<file path="src/rtl/keypad_pkg.sv">
// Shared constants for the keypad time/alarm entry controller: key codes,
// display encodings, FSM state type and a two-digit decode helper.
package keypad_pkg;

  typedef logic [1:0] state_t;

  localparam state_t ST_IDLE  = 2'b00;
  localparam state_t ST_VIEW  = 2'b01;
  localparam state_t ST_ENTRY = 2'b10;
  localparam state_t ST_ERR   = 2'b11;

  localparam logic [1:0] DISP_TIME  = 2'b00;
  localparam logic [1:0] DISP_ALARM = 2'b01;
  localparam logic [1:0] DISP_ENTRY = 2'b10;
  localparam logic [1:0] DISP_ERROR = 2'b11;

  localparam logic [3:0] KEY_AMPM  = 4'hA;
  localparam logic [3:0] KEY_TIME  = 4'hB;
  localparam logic [3:0] KEY_ALARM = 4'hC;
  localparam logic [3:0] KEY_BACK  = 4'hD;
  localparam logic [3:0] KEY_NEXT  = 4'hE;

  function automatic logic is_digit(input logic [3:0] k);
    return k <= 4'd9;
  endfunction

  // Full 7-bit value so out-of-range entries like 94 stay detectable.
  function automatic logic [6:0] two_digit(input logic [3:0] hi, input logic [3:0] lo);
    return 7'(hi) * 7'd10 + 7'(lo);
  endfunction

endpackage

</file>
<file path="src/rtl/key_edge_detect.sv">
// Registers the key level and turns it into single-cycle press/release pulses.
module key_edge_detect (
  input  logic Clock_1sec,
  input  logic reset,
  input  logic key_held,
  output logic key_press,
  output logic key_release
);

  logic held_q;

  always_ff @(posedge Clock_1sec or posedge reset) begin
    if (reset) held_q <= 1'b0;
    else       held_q <= key_held;
  end

  assign key_press   = key_held & ~held_q;
  assign key_release = ~key_held & held_q;

endmodule

</file>
<file path="src/rtl/keypad_entry_ctrl.sv">
// Keypad entry controller: collects up to four digits, validates them as
// HH:MM and pulses a load into the time of day or the selected alarm slot.
module keypad_entry_ctrl
  import keypad_pkg::*;
#(
  parameter int NUM_ALARMS = 2,
  parameter int TIMEOUT    = 10,
  parameter int SLOT_W     = 3
) (
  input  logic              Clock_1sec,
  input  logic              reset,
  input  logic [3:0]        key_code,
  input  logic              key_held,
  input  logic              mode_24h,
  output logic              load_time,
  output logic              load_alarm,
  output logic [SLOT_W-1:0] load_slot,
  output logic [SLOT_W-1:0] alarm_slot,
  output logic [4:0]        set_hours,
  output logic [5:0]        set_mins,
  output logic [5:0]        set_secs,
  output logic              set_am_pm,
  output logic [1:0]        display_state,
  output logic [2:0]        input_count,
  output logic              entry_error
);

  logic        key_press, key_release;
  state_t      state, state_n;
  logic [15:0] digits, digits_n;
  logic [3:0]  tcnt, tcnt_n;
  logic        err_cnt, err_n;
  logic        am_pm_q, am_pm_n;
  logic        ampm_clr, clr_n;
  logic [2:0]  count_n;
  logic [SLOT_W-1:0] slot_n, ld_slot_n, slot_next;
  logic        ld_time_n, ld_alarm_n, err_pulse_n, hm_upd;
  logic [6:0]  hours_full, mins_full;
  logic [4:0]  hours_n;
  logic [5:0]  mins_n;
  logic        entry_valid;

  key_edge_detect u_edge (
    .Clock_1sec (Clock_1sec),
    .reset      (reset),
    .key_held   (key_held),
    .key_press  (key_press),
    .key_release(key_release)
  );

  assign hours_full  = two_digit(digits[15:12], digits[11:8]);
  assign mins_full   = two_digit(digits[7:4], digits[3:0]);
  assign entry_valid = (mins_full <= 7'd59) &&
                       (mode_24h ? (hours_full <= 7'd23)
                                 : (hours_full >= 7'd1 && hours_full <= 7'd12));
  assign slot_next   = (alarm_slot == SLOT_W'(NUM_ALARMS - 1)) ? '0 : alarm_slot + 1'b1;
  assign hours_n     = 5'(two_digit(digits_n[15:12], digits_n[11:8]));
  assign mins_n      = 6'(two_digit(digits_n[7:4], digits_n[3:0]));

  always_comb begin
    state_n     = state;
    digits_n    = digits;
    count_n     = input_count;
    tcnt_n      = tcnt;
    err_n       = err_cnt;
    slot_n      = alarm_slot;
    ld_slot_n   = load_slot;
    am_pm_n     = ampm_clr ? 1'b0 : am_pm_q;
    clr_n       = 1'b0;
    ld_time_n   = 1'b0;
    ld_alarm_n  = 1'b0;
    err_pulse_n = 1'b0;
    hm_upd      = 1'b0;
    case (state)
      ST_IDLE: begin
        if (key_press) begin
          if (is_digit(key_code)) begin
            state_n  = ST_ENTRY;
            digits_n = {12'h000, key_code};
            count_n  = 3'd1;
            tcnt_n   = 4'd0;
            hm_upd   = 1'b1;
          end else if (key_code == KEY_ALARM) begin
            state_n = ST_VIEW;
          end else if (key_code == KEY_NEXT) begin
            slot_n = slot_next;
          end
        end
      end
      ST_VIEW: begin
        if (key_release)                             state_n = ST_IDLE;
        else if (key_press && key_code == KEY_NEXT)  slot_n  = slot_next;
      end
      ST_ENTRY: begin
        if (key_press) begin
          // Any press counts as activity, including one on the expiry cycle.
          tcnt_n = 4'd0;
          if (is_digit(key_code)) begin
            digits_n = {digits[11:0], key_code};
            count_n  = (input_count == 3'd4) ? 3'd4 : input_count + 3'd1;
            hm_upd   = 1'b1;
          end else if (key_code == KEY_BACK) begin
            digits_n = {4'h0, digits[15:4]};
            count_n  = input_count - 3'd1;
            hm_upd   = 1'b1;
            if (input_count == 3'd1) state_n = ST_IDLE;
          end else if (key_code == KEY_AMPM && !mode_24h) begin
            am_pm_n = ~am_pm_q;
          end else if ((key_code == KEY_TIME || key_code == KEY_ALARM) && input_count >= 3'd3) begin
            digits_n = '0;
            count_n  = 3'd0;
            if (entry_valid) begin
              state_n = ST_IDLE;
              clr_n   = 1'b1;
              if (key_code == KEY_TIME) begin
                ld_time_n = 1'b1;
              end else begin
                ld_alarm_n = 1'b1;
                ld_slot_n  = alarm_slot;
              end
            end else begin
              state_n     = ST_ERR;
              err_pulse_n = 1'b1;
              err_n       = 1'b0;
            end
          end
        end else if (tcnt == 4'(TIMEOUT - 1)) begin
          state_n  = ST_IDLE;
          digits_n = '0;
          count_n  = 3'd0;
          tcnt_n   = 4'd0;
          clr_n    = 1'b1;
        end else begin
          tcnt_n = tcnt + 4'd1;
        end
      end
      default: begin
        if (err_cnt) begin
          state_n = ST_IDLE;
          err_n   = 1'b0;
        end else begin
          err_n = 1'b1;
        end
      end
    endcase
  end

  always_ff @(posedge Clock_1sec or posedge reset) begin
    if (reset) begin
      state       <= ST_IDLE;
      digits      <= '0;
      input_count <= 3'd0;
      tcnt        <= 4'd0;
      err_cnt     <= 1'b0;
      alarm_slot  <= '0;
      load_slot   <= '0;
      am_pm_q     <= 1'b0;
      ampm_clr    <= 1'b0;
      load_time   <= 1'b0;
      load_alarm  <= 1'b0;
      entry_error <= 1'b0;
      set_hours   <= 5'd0;
      set_mins    <= 6'd0;
    end else begin
      state       <= state_n;
      digits      <= digits_n;
      input_count <= count_n;
      tcnt        <= tcnt_n;
      err_cnt     <= err_n;
      alarm_slot  <= slot_n;
      load_slot   <= ld_slot_n;
      am_pm_q     <= am_pm_n;
      ampm_clr    <= clr_n;
      load_time   <= ld_time_n;
      load_alarm  <= ld_alarm_n;
      entry_error <= err_pulse_n;
      if (hm_upd) begin
        set_hours <= hours_n;
        set_mins  <= mins_n;
      end
    end
  end

  always_comb begin
    case (state)
      ST_IDLE:  display_state = DISP_TIME;
      ST_VIEW:  display_state = DISP_ALARM;
      ST_ENTRY: display_state = DISP_ENTRY;
      default:  display_state = DISP_ERROR;
    endcase
  end

  assign set_secs  = 6'd0;
  assign set_am_pm = am_pm_q & ~mode_24h;

endmodule

</file>
<file path="config.mk">
export PLATFORM = sky130hd
export DESIGN_NAME = keypad_entry_ctrl
export DESIGN_NICKNAME = d
export VERILOG_FILES = /design/src/rtl/keypad_pkg.sv /design/src/rtl/key_edge_detect.sv /design/src/rtl/keypad_entry_ctrl.sv
export SDC_FILE = /design/constraint.sdc
export NUM_CORES = 1
export LEC_CHECK = 0
export ABC_CLOCK_PERIOD_IN_PS = 7100
export BUFFER_PORTS_ARGS = -buffer_cell sky130_fd_sc_hd__buf_4
export CELL_PAD_IN_SITES_DETAIL_PLACEMENT = 1
export CELL_PAD_IN_SITES_GLOBAL_PLACEMENT = 1
export CORE_ASPECT_RATIO = 0.7
export CORE_MARGIN = 3
export CORE_UTILIZATION = 49
export DETAILED_ROUTE_END_ITERATION = 10
export PLACE_DENSITY_LB_ADDON = 0.1
export SLEW_MARGIN = 20
export SYNTH_ARGS = -nofsm -noshare
export SYNTH_HDL_FRONTEND = slang
export SYNTH_SLANG_ARGS = --single-unit
</file>
<file path="constraint.sdc">
create_clock -name Clock_1sec -period 7.1 [get_ports Clock_1sec]
set_input_delay 1.065 -clock Clock_1sec [delete_from_list [all_inputs] [get_ports Clock_1sec]]
set_output_delay 1.065 -clock Clock_1sec [all_outputs]
set_load 0.02 [all_outputs]
</file>
# After elaboration in Yosys (flattened, before gate mapping)
# Index checks and enable logic that the tools add are counted.
[word_totals] wordCells=195 input_bits=8 ff_bits=49 out_inout_bits=32
[classes] n_bitwise=12 order_cmp=6 n_reduce_logical=18 n_eq_ne=33 mux=99 n_mul=4 addsub=8
[op_table] op="two-way mux 16 bit" n=8
[op_table] op="two-way mux 1 bit" n=50
[op_table] op="two-way mux 3 bit" n=16
[op_table] op="one-hot mux 16 bit (2 select lines)" n=1
[op_table] op="inequality test 2 bit (second input constant)" n=14
[op_table] op="two-way mux 2 bit" n=13
[op_table] op="equality test 4 bit (second input constant)" n=6
[op_table] op="two-way mux 4 bit" n=4
[op_table] op="adder 7 x 4 -> 7 bit" n=2
[op_table] op="AND reduction 7 bit" n=2
[op_table] op="multiplier 4 x 3 -> 6 bit (second input constant)" n=2
[op_table] op="inequality test 4 bit (second input constant)" n=3
[op_table] op="one-hot mux 2 bit (3 select lines)" n=2
[op_table] op="one-hot mux 3 bit (2 select lines)" n=2
[op_table] op="inequality test 5 bit (second input constant)" n=2
[op_table] op="inequality test 3 bit (second input constant)" n=3
[op_table] op="inverter 1 bit" n=9
[op_table] op="AND reduction 9 bit" n=1
[op_table] op="one-hot mux 4 bit (2 select lines)" n=1
[op_table] op="AND reduction 8 bit" n=1
[op_table] op="greater-or-equal comparator 7 x 1 -> 1 bit (second input constant)" n=1
[op_table] op="less-or-equal comparator 7 x 4 -> 1 bit (second input constant)" n=1
[op_table] op="less-or-equal comparator 7 x 5 -> 1 bit (second input constant)" n=1
[op_table] op="less-or-equal comparator 7 x 6 -> 1 bit (second input constant)" n=1
[op_table] op="other kinds (24)" n=34

# Longest topological paths before layout
[depth] ltp_word=13 mapped_depth=16 mapped_depth_nobuf=16

# By module
# A second synthesis with hierarchy kept.
[unflattened] hier_cells=398 area_unflattened_um2=3647.2
[modules_own_cells] module="keypad_entry_ctrl" area_per_inst_um2=3603.5 seq_area_each_um2=1201.2 instances=1 cells_per_inst=394
[modules_own_cells] module="key_edge_detect" area_per_inst_um2=43.8 seq_area_each_um2=25.0 instances=1 cells_per_inst=4

# Worst setup path before layout
# Ideal clock, no wire load.
[synth_timing] kind="in2reg" from="input port key_code[3]" to="register set_mins[5]" required_ns=7.036 setup_ns=0.064 arrival_time_ns=3.776 slack_ns=3.260 path_stages=14 n_path_buf=2 cell_sequence="clkbuf_1 nand4b_1 clkbuf_1 a21boi_0 a21oi_1 o22a_1 ha_1 fa_1 a21oi_1 nor2b_1 xnor2_1 or3_1 mux2i_1 a21o_1"
[synth_between] elab_chain_len=11 word_cells_on_any_way=24 classes_between="add/sub: 1; mul: 1; order compare: 1; eq/ne: 4; mux: 14; reduce/logical: 3"
[synth_rtl] item="from (decl)" line_no="keypad_entry_ctrl.sv:12" rtl="input logic [3:0] key_code,"
[synth_rtl] item="equality test 4 bit" line_no="keypad_entry_ctrl.sv:109" rtl="end else if ((key_code == KEY_TIME || key_code == KEY_ALARM) && input_count >= 3'd3) begin"
[synth_rtl] item="logical OR 1 bit" line_no="keypad_entry_ctrl.sv:109"
[synth_rtl] item="logical AND 1 bit" line_no="keypad_entry_ctrl.sv:109"
[synth_rtl] item="two-way mux 16 bit" line_no="keypad_entry_ctrl.sv:109"
[synth_rtl] item="two-way mux 16 bit" line_no="keypad_entry_ctrl.sv:107" rtl="end else if (key_code == KEY_AMPM && !mode_24h) begin"
[synth_rtl] item="two-way mux 16 bit" line_no="keypad_entry_ctrl.sv:102" rtl="end else if (key_code == KEY_BACK) begin"
[synth_rtl] item="two-way mux 16 bit" line_no="keypad_entry_ctrl.sv:98" rtl="if (is_digit(key_code)) begin"
[synth_rtl] item="two-way mux 16 bit" line_no="keypad_entry_ctrl.sv:95" rtl="if (key_press) begin"
[synth_rtl] item="one-hot mux 16 bit (2 select lines) (*)" line_no="keypad_entry_ctrl.sv:74" rtl="case (state)"
[synth_rtl] item="net digits_n[4]" line_no="keypad_entry_ctrl.sv:30" rtl="logic [15:0] digits, digits_n;"
[synth_rtl] item="multiplier 4 x 3 -> 5 bit (*)" line_no="keypad_pkg.sv:29" rtl="return 7'(hi) * 7'd10 + 7'(lo);"
[synth_rtl] item="adder 6 x 4 -> 6 bit (*)" line_no="keypad_pkg.sv:29"
[synth_rtl] item="to (signal assigned)" line_no="keypad_entry_ctrl.sv:179" rtl="set_mins <= mins_n;"
[synth_rtl] item="to (decl)" line_no="keypad_entry_ctrl.sv:20" rtl="output logic [5:0] set_mins,"
# The timed path passes the listed nets; every way through them passes the cells marked *.
# A chain may end at the register's enable or synchronous reset.

# Worst setup path in the final report
[layout_timing] from="input port key_held" to="register set_hours[4]"
[layout_between] elab_chain_len=5 word_cells_on_any_way=9 classes_between="add/sub: 1; mul: 1; mux: 6; bitwise: 1"
[layout_rtl] item="from (decl)" line_no="keypad_entry_ctrl.sv:13" rtl="input logic key_held,"
[layout_rtl] item="bitwise AND 1 bit (*)" line_no="key_edge_detect.sv:17" rtl="assign key_press = key_held & ~held_q;"
[layout_rtl] item="two-way mux 16 bit, on equally long branches" line_no="keypad_entry_ctrl.sv:95, keypad_entry_ctrl.sv:76"
[layout_rtl] item="one-hot mux 16 bit (2 select lines) (*)" line_no="keypad_entry_ctrl.sv:74"
[layout_rtl] item="net digits_n[14]" line_no="keypad_entry_ctrl.sv:30"
[layout_rtl] item="multiplier 4 x 3 -> 4 bit (*)" line_no="keypad_pkg.sv:29"
[layout_rtl] item="adder 5 x 4 -> 5 bit (*)" line_no="keypad_pkg.sv:29"
[layout_rtl] item="to (signal assigned)" line_no="keypad_entry_ctrl.sv:178" rtl="set_hours <= hours_n;"
[layout_rtl] item="to (decl)" line_no="keypad_entry_ctrl.sv:19" rtl="output logic [4:0] set_hours,"
# Marks and branches as above.

==> results by group <==
Placed design
  • Post-DP HPWL: 8540 um
  • Placed Instances: ~520
  • Gpl congestion: 0.914
  • I/O Buffers: 33

Detailed routing
  • Initial DRC count: 307
  • Routed len/inst: 21.6 um
  • Drc violations: 0
  • DRT antenna net count: 0
  • Final WL: ~11000 um
  • Via count: 3405
  • Vias/cell: 6.40
  • Drt pass-1 iters: 5

Synth
  • Mapped Area: 3640 um2
  • Async S/R FF share, synth: 100%
  • Largest family of logic cells by synthesized area: compound AO/OA/AOI/OAI gates
  • Ys Warns: 0
  • Mux cell area share after synthesis: roughly 1.2%
  • Ys flop type: dfrtp_1
  • Synth Area in XOR/XNOR: 3.75%
  • Complex-gate fraction of the synthesized area: a little under a quarter
  • Post-synthesis sequential area ratio: 33.7%
  • Syn_area_per_cell: 8.75 um2
  • Yosys reg bits: 49
  • Unique cell type count in the Yosys netlist: 64
  • Instance count of the mapped netlist: 416
  • Synthesized-area fraction occupied by adder cells: 13.6%
  • Post-synth EDFFs: 0
  • Simple-gate share of the synthesized area: 18.9%

Setup path
  • Startpoint class of the critical path: primary input
  • CP Max Fanout: 17
  • Critical Path End Type: flip-flop
  • Reg2reg start: u_edge.held_q
  • Reg2Reg Setup Slack: 2.79 ns
  • Critical path type: primary input to flip-flop
  • Worst EP arrival: ~4.8 ns
  • Req. time, crit path: approximately 7.3 ns
  • Worst Reg-to-Reg Cells: 13
  • Reg2reg end: set_hours[4]

Clock tree
  • Worst-path clk slew: 0.10 ns
  • Post-CTS resize count: 0
  • TritonCTS clock tree: done
  • Worst-skew pair later-pin latency: 0.31 ns
  • TritonCTS Buffers: 5
  • Bufs on Longest Clock Path: 2
  • Setup bufs post-CTS: 0
  • Root Buffer: clkbuf_8
  • CTS H-tree lvls: 2
  • Clock sinks: 49
  • Hold-fix buffers at CTS: 0

Hold path
  • Worst Hold Depth: 2
  • Worst hold path type: flip-flop to flip-flop
  • Hold path endpoint: set_hours[3]
  • Min-delay src: set_hours[3]

Power and ir drop
  • Switching Fraction: a little under half
  • Net Sw Power: 0.000731 W
  • Max rail drop VDD: 199 uV
  • Pint: 0.000797 W
  • Combinational share of power: between 50% and 60%
  • Leak: 1.96 nW
  • Pwr per Cell Area: 378 nW/um2
  • Sequential power share: 32.4%
  • Clock power frac: between 10 and 15%

Die
  • I/O pins: 40
  • Rows: 25
  • Initial Utilization: 52.2%
  • Die H: 78.1 um
  • Die area: 8510 um2
  • Core Area: between 6000 and 7000 um2
  • Die width: between 100 and 150 um

Cells and area
  • Final Non-Filler Cells: around 530
  • Area Overhead vs Synth: 10.9%
  • ANT cells: 0
  • NumNets Final: between 400 and 500
  • Fillcell total: 824
  • Fraction of layout instances using a drive strength above 1: 11.6%

Timing
  • Worst rel slew slack: 40.0%
  • Setup TNS: 0 ns
  • Setup violations, final: 0
  • Period utilization: 64.9%
  • Count of pins over their slew limit: 0
  • Hold Violations, Final: 0
  • RSZ-0062 raised after global routing: no
  • Fmax: 217 MHz
  • Post-route minimum period: 4.61 ns
  • Clock Skew: 0.00654 ns
  • Slew @ Worst Pin: 0.901 ns

Job
  • MaxCap Viol Count: 0

Global routing
  • Vias in the first global route: 3513
  • First-pass GRT wire length: about 19000 um
  • Total Routing Usage GR: roughly 28%
  • Largest net degree at the start of global routing: 50
  • Antenna violations before repair: 0
  • Gr ovfl total: 0

Status
  • Status: complete, no violations
state kept, by name, indices dropped and copies added (netlist names):
| register | cells |
|---|---|
| tcnt | 4 |
| u_edge.held_q | 1 |
| entry_error | 1 |
| set_hours | 5 |
| input_count | 3 |
| load_time | 1 |
| alarm_slot | 3 |
| ampm_clr | 1 |
| load_alarm | 1 |
| set_mins | 6 |
| load_slot | 3 |
| am_pm_q | 1 |
| state | 2 |
| err_cnt | 1 |
| digits | 16 |
cell usage after synthesis (8+ instances only):
| cell type | number | area, um2 |
|---|---|---|
| a211oi_1 | 8 | 60.1 |
| a21oi_1 | 24 | 120 |
| clkbuf_1 | 14 | 52.6 |
| dfrtp_1 | 49 | 1230 |
| ha_1 | 30 | 375 |
| inv_1 | 19 | 71.3 |
| nand2_1 | 56 | 210 |
| nand3_1 | 19 | 95.1 |
| nor2_1 | 26 | 97.6 |
| o211ai_1 | 8 | 60.1 |
| o21ai_0 | 36 | 180 |
how the worst max path moves through the flow:
stage                           start            to
after floorplan           key_code[3]   set_mins[5]
after global placement    key_code[2]  set_hours[4]
after detailed placement     key_held  set_hours[4]
after CTS                    key_held  set_hours[4]
after global routing         key_held  set_hours[4]
final                        key_held  set_hours[4]
final cells by class:
cell class                      instances  area, um2  share of cell area (%)
Clock buffer                            6       82.6                    2.05
Clock inverter                          2       37.5                   0.930
Inverter                               19       72.6                    1.80
Multi-Input combinational cell        326       2230                    55.2
Sequential cell                        49       1230                    30.4
Tap cell                               94        118                    2.91
Timing Repair Buffer                   36        270                    6.70
power groups by stage:
stage	clock (W)	sequential (W)	combinational [W]
final	0.000218	0.000495	0.000815
after global routing	0.000233	0.000508	0.000913
after CTS	0.000222	0.000490	0.000812
after detailed placement	0	0.000495	0.000806
after global placement	0	0.000491	0.000762
after floorplan	0	0.000485	0.000528
placed cells by master (no fill, tap or decap), types with 3 or more instances in the layout:
| cell | instances |
|---|---|
| a211oi_1 | 8 |
| a21boi_0 | 3 |
| a21o_1 | 7 |
| a21oi_1 | 24 |
| a31oi_1 | 5 |
| buf_4 | 36 |
| clkbuf_8 | 6 |
| conb_1 | 6 |
| dfrtp_1 | 49 |
| fa_1 | 6 |
| ha_1 | 30 |
| inv_1 | 18 |
| mux2_2 | 3 |
| nand2_1 | 56 |
| nand2b_1 | 3 |
| nand3_1 | 19 |
| nand3b_1 | 4 |
| nor2_1 | 26 |
| nor2b_1 | 6 |
| nor3_1 | 5 |
| nor4_1 | 3 |
| o211a_1 | 4 |
| o211ai_1 | 8 |
| o21ai_0 | 36 |
| o22a_1 | 4 |
| xnor2_1 | 7 |
| xor2_1 | 6 |
per-stage QoR:
stage / total power [W] / setup WS, ns / util [%] / hold WS [ns] / area [um2]
after floorplan: 0.00101 / 3.26 / - / 0.450 / 3660
after global placement: 0.00125 / 2.35 / 56.1 / 0.460 / 3920
after detailed placement: 0.00130 / 2.28 / 56.1 / 0.469 / 3920
after CTS: 0.00152 / 2.58 / 57.8 / 0.499 / 4040
after global routing: 0.00165 / 2.26 / 57.9 / 0.533 / 4040
final: 0.00153 / 2.49 / 57.9 / 0.495 / 4040
critical path: stages:
cell and delay [ns]:
buf_4 0.11, nand2b_1 0.38, nor2_1 0.53, o21ai_0 0.14, buf_4 0.21, nand3b_1 0.41
a32o_1 0.38, ha_1 0.29, ha_1 0.34, a21oi_1 0.25, xnor2_1 0.22, nor3_1 0.10
a311oi_1 0.29, nand2_1 0.09
logic make-up after synthesis:
logic type | Yosys count
simple gates | 141
mux | 4
buf+inv | 46
xor+xnor | 14
compound gates | 125
fa+ha+maj | 36
other cells | 1
flops | 49
per-layer routing:
layer,vias to the layer above,share of wire (%),global-route usage (%)
met4,0,2.0,7.94
met2,149,45,43.8
met5,-,0,0
met1,1697,46,41.1
met3,23,7.5,5.09
li1,1536,-,-
Power figures use the tool's default switching activity.
